==> config.mk <==
export PLATFORM = sky130hd
export DESIGN_NAME = user_func_sel
export DESIGN_NICKNAME = d
export VERILOG_FILES = /design/src/rtl/user_func_sel.sv
export SDC_FILE = /design/constraint.sdc
export NUM_CORES = 1
export LEC_CHECK = 0
export ABC_CLOCK_PERIOD_IN_PS = 2700
export CAP_MARGIN = 20
export CORE_UTILIZATION = 50
export CTS_CLUSTER_DIAMETER = 60
export CTS_CLUSTER_SIZE = 28
export DETAILED_ROUTE_END_ITERATION = 6
export HOLD_SLACK_MARGIN = 0.15
export PLACE_DENSITY = 0.8
export SKIP_LAST_GASP = 1
export SLEW_MARGIN = 40
export SYNTH_ARGS = -nofsm -noshare
export SYNTH_HDL_FRONTEND = slang
export SYNTH_SLANG_ARGS = --single-unit
==> constraint.sdc <==
create_clock -name TCK -period 2.7 [get_ports TCK]
set_clock_uncertainty 0.05 [all_clocks]
set_input_delay 0.675 -clock TCK [delete_from_list [all_inputs] [get_ports TCK]]
set_output_delay 0.675 -clock TCK [all_outputs]
set_load 0.02 [all_outputs]
==> src/rtl/user_func_sel.sv <==
// JTAG USER1 function-code stage: shifts in a code, latches it on Update-DR and
// decodes it into register selects, daisy-chain mode or a fixed-length command strobe.
module user_func_sel #(
  parameter int            FW       = 8,
  parameter int            NFUNC    = 32,
  parameter logic [FW-1:0] DSY_CODE = 8'h3F,
  parameter logic [FW-1:0] CMD_BASE = 8'h40,
  parameter int            NCMD     = 16,
  parameter int            STB_LEN  = 4
) (
  input  logic             TCK,
  input  logic             RST,
  input  logic             SEL1,
  input  logic             CAPTURE,
  input  logic             SHIFT,
  input  logic             UPDATE,
  input  logic             TDI,
  output logic             TDO,
  output logic [FW-1:0]    FUNC,
  output logic [NFUNC-1:0] FSEL,
  output logic             DSY_CHAIN,
  output logic [NCMD-1:0]  CMD_STB,
  output logic             BUSY,
  output logic             ILLEGAL
);

  localparam int          CW      = (STB_LEN > 1) ? $clog2(STB_LEN) : 1;
  localparam logic [FW:0] NFUNC_W = (FW+1)'(NFUNC);
  localparam logic [FW:0] NCMD_W  = (FW+1)'(NCMD);

  logic [FW-1:0]    r_ir_sr;
  logic [FW-1:0]    r_func;
  logic [NFUNC-1:0] r_fsel;
  logic             r_dsy;
  logic             r_illegal;
  logic [NCMD-1:0]  r_cmd_stb;
  logic [CW-1:0]    r_cnt;
  logic             r_busy;

  logic             w_upd;
  logic [FW:0]      w_cmd_off;
  logic [NCMD-1:0]  w_cmd_onehot;
  logic [NFUNC-1:0] w_fsel_nx;
  logic             w_dsy_nx;
  logic             w_ill_nx;
  logic             w_is_cmd;

  assign w_upd        = SEL1 & UPDATE;
  // Codes below CMD_BASE wrap to a large offset and fall outside the command range.
  assign w_cmd_off    = {1'b0, r_ir_sr} - {1'b0, CMD_BASE};
  assign w_cmd_onehot = NCMD'(1) << w_cmd_off[FW-1:0];

  always_comb begin
    w_fsel_nx = '0;
    w_dsy_nx  = 1'b0;
    w_ill_nx  = 1'b0;
    w_is_cmd  = 1'b0;
    if (r_ir_sr != '0) begin
      if ({1'b0, r_ir_sr} < NFUNC_W)
        w_fsel_nx = NFUNC'(1) << r_ir_sr;
      else if (r_ir_sr == DSY_CODE)
        w_dsy_nx = 1'b1;
      else if (w_cmd_off < NCMD_W)
        w_is_cmd = 1'b1;
      else
        w_ill_nx = 1'b1;
    end
  end

  always_ff @(posedge TCK or posedge RST) begin
    if (RST) begin
      r_ir_sr   <= '0;
      r_func    <= '0;
      r_fsel    <= '0;
      r_dsy     <= 1'b0;
      r_illegal <= 1'b0;
      r_cmd_stb <= '0;
      r_cnt     <= '0;
      r_busy    <= 1'b0;
    end else begin
      if (w_upd) begin
        r_func    <= r_ir_sr;
        r_fsel    <= w_fsel_nx;
        r_dsy     <= w_dsy_nx;
        r_illegal <= w_ill_nx;
      end else if (SEL1 && CAPTURE) begin
        r_ir_sr <= r_func;
      end else if (SEL1 && SHIFT) begin
        r_ir_sr <= {TDI, r_ir_sr[FW-1:1]};
      end

      // A new command restarts the strobe; any other update lets it run out.
      if (w_upd && w_is_cmd) begin
        r_cmd_stb <= w_cmd_onehot;
        r_cnt     <= CW'(STB_LEN - 1);
        r_busy    <= 1'b1;
      end else if (r_busy) begin
        if (r_cnt == '0) begin
          r_cmd_stb <= '0;
          r_busy    <= 1'b0;
        end else begin
          r_cnt <= r_cnt - CW'(1);
        end
      end
    end
  end

  assign TDO       = SEL1 & r_ir_sr[0];
  assign FUNC      = r_func;
  assign FSEL      = r_fsel;
  assign DSY_CHAIN = r_dsy;
  assign CMD_STB   = r_cmd_stb;
  assign BUSY      = r_busy;
  assign ILLEGAL   = r_illegal;

endmodule

==> run_results.csv <==
group,metric,value,unit
power,p_leak,1.70,nW
detailed_routing,drt_iter0_markers,134,
synth,yosysWarnings,0,
clocking,cts.hold.buffers_added,0,
detailed_routing,wl_per_cell,16.1,µm
final_layout,fillers,485,
power,finalPower,3.24,mW
die,coreArea,5920,µm²
power,p_int,2.09,mW
grt,grt_pass1_wl,11.0,mm
status,outcome,"complete, no violations",
grt,grt_overflow,0,
final_layout,final_common_cell,"dfrtp_1",
setup_path,cp.arrival,1.86,ns
die,pin_count,67,
synth,ys_types,37,
die,start_util,51.9,%
setup_path,worstPathMaxFanout,2,
timing,finalCriticalPeriod,2.58,ns
final_layout,nets,348,
synth,synth_top_area_share,56.2,%
setup_path,crit_path_start_kind,"input pin",
worst_hold_path,min-delay-path-class,"reg -> reg",
power,clkPwrFrac,25.2,%
power,p_seq_share,44.1,%
grt,grt_pass1_vias,2205,
timing,fin_hold_ws,0.434,ns
final_layout,drive_gt1_share,14.8,%
place,placed_area,3820,µm²
setup_path,worst_path_largest_cell_delay,0.59,ns
die,die_y,80.4,µm
setup_path,r2r_setup_slack,0.58,ns
timing,fin_tns_setup,0,ns
place,dp.cells,403,
clocking,ctsLongestPathBuffers,2,
detailed_routing,wirelength,6.75,mm
timing,fin_ws,0.116,ns
final_layout,final_cells,419,
place,io_buffers,66,
worst_hold_path,hp-start,"FSEL[22]$_DFFE_PP0P_",
synth,ys_seq_elements,69,
detailed_routing,final_antenna_net_count,0,
clocking,clock-sinks,69,
timing,tightest_slew,0.620,ns
worst_hold_path,hold_depth,2,
worst_hold_path,min_to,"FSEL[22]$_DFFE_PP0P_",
power,power_frac_comb,30.7,%
timing,setup-violations-final,0,
grt,antenna_found_initial,0,
synth,syn_area,3070,µm²
detailed_routing,drc,0,
final_layout,n_antenna_cell,0,
timing,hold_viol_final,0,
setup_path,path_cells,"clkdlybuf4s50_1 > and2_1 > clkdlybuf4s50_1",
die,die_area,6460,µm²
clocking,root_buffer,"clkbuf_8",
setup_path,worstPathRequired,1.98,ns
setup_path,r2r_end,"CMD_STB[15]$_DFFE_PP0P_",
timing,drv_slew,0,
detailed_routing,dr.pass1.iters,7,
synth,seq_area_frac_synth,56.2,%
grt,globalRouteTotalUtil,23.2,%
synth,yosysTopAreaCell,"dfrtp_1",
final_layout,layout_common_cells,"dfrtp_1, clkdlybuf4s50_1, nand2_1",
clocking,path_clk_slew,0.07,ns
synth,synth_area_leaders,"dfrtp_1, nand2_1, mux2_2, mux2i_1, o31ai_2",
final_layout,utilization,67.7,%
timing,max_slew_margin,58.7,%
timing,fmax,0.387,GHz
setup_path,cp_common_cell,"clkdlybuf4s50_1",
detailed_routing,vias_per_cell,5.44,
grt,grt_max_degree,54,
setup_path,critPathCaptureType,"output pin",
power,ir_worst_vdd,0.000516,V
final_layout,design_area,4010,µm²
timing,rsz0062_at_grt,"false",
flow_run,drv_cap,0,
power,swShare,35.5,%
clocking,cts_max_level,3,
clocking,cts_tree,"yes",
clocking,insertion_delay,0.34,ns
die,num_rows,28,
die,die_w,80.4,µm
place,hpwl,4.57,mm
timing,post-route-period-util,95.7,%
power,power.density,810,nW/µm²
setup_path,path_class,"in -> out",
synth,synth_cells,274,
clocking,postCtsSetupBuffers,0,
clocking,numCtsBuffers,9,
setup_path,r2r-start,"r_ir_sr[6]$_DFFE_PP0P_",
detailed_routing,via_count,2278,
place,place_congestion,0.729,
clocking,cts_resized,0,
power,p_sw,1.15,mW
synth,syn_avg_cell_area,11.2,µm²
setup_path,r2r_cells,6,
final_layout,syn_to_final_growth,30.5,%
place,pre_cts_ws,0.119,ns
setup_path,worst_path_max_delay_cell,"clkdlybuf4s50_1",
synth,synth_fp_nets,283,
## synth_stat cells
cell type and count:
nor2_1 3, buf_1 1, nor2b_1 5, and3b_1 2
clkbuf_1 9, nand4b_1 1, inv_1 7, buf_4 1
mux2_2 18, or2_0 1, a211o_1 1, and2_1 2
o211ai_2 1, buf_8 1, and4b_1 2, buf_6 2
a211oi_1 1, nor4b_2 1, nand2b_1 3, or4b_1 1
o21ai_0 10, o21ai_1 14, a32o_1 3, nand4_1 4
and2b_1 1, dfrtp_1 69, ha_1 2, xnor2_1 1
and3_1 1, nand3b_1 4, o31ai_2 7, nand3_1 14
nand2_1 55, mux2i_1 20, a22o_1 1, buf_2 4
nor4_1 1
## routing by layer
metal / wire length, µm / up-vias / share of wire, % / global-route usage, %
met5: 0 / - / 0 / 0
met4: 60 / 0 / 0.89 / 8.57
met3: 324 / 8 / 4.8 / 5.68
met2: 3310 / 59 / 49 / 35.8
met1: 3050 / 1130 / 45 / 31.6
li1: - / 1081 / - / -
## worst max-delay path: cells and delay by family
family | cells | cell delay (ns)
simple gates | 1 | 0.12
buf+inv | 2 | 1.06
## cell type report
| class | count | area [µm²] | area share, % |
|---|---|---|---|
| clock buffer | 9 | 124 | 3.09 |
| multi-input combinational | 180 | 1230 | 30.6 |
| timing repair buffer | 72 | 743 | 18.6 |
| inverter | 7 | 26.3 | 0.656 |
| tap | 75 | 93.8 | 2.34 |
| sequential | 69 | 1730 | 43.1 |
| clock inverter | 7 | 66.3 | 1.66 |
## sequential cells by signal (all words and copies together) (netlist names)
register and count:
CMD_STB 16, r_cnt 2, FUNC 8, DSY_CHAIN 1
ILLEGAL 1, FSEL 32, r_ir_sr 8, BUSY 1
## logic make-up after synthesis
group | synth area share [%]
xor+xnor | 0.285
simple gates | 16.4
mux | 13.1
flops | 56.2
buf+inv | 4.20
fa+ha+maj | 0.815
compound gates | 8.97
## power groups by stage
| stage | Combinational [mW] | Clock, mW | Sequential (mW) |
|---|---|---|---|
| floorplan | 0.587 | 0 | 1.46 |
| global placement | 0.962 | 0 | 1.44 |
| detailed placement | 0.995 | 0 | 1.44 |
| CTS | 1.00 | 0.833 | 1.43 |
| global route | 1.08 | 0.878 | 1.46 |
| finish | 0.996 | 0.819 | 1.43 |
## how the worst max path moves through the flow
stage | cells past startpoint | end | from | slack (ns)
after CTS | 3 | TDO | SEL1 | 0.11
after global placement | 3 | TDO | SEL1 | 0.12
final | 3 | TDO | SEL1 | 0.12
after detailed placement | 3 | TDO | SEL1 | 0.12
after floorplan | 1 | BUSY$_DFF_PP0_ | RST | 0.24
after global routing | 3 | TDO | SEL1 | 0.08
Power figures use the tool's default switching activity.
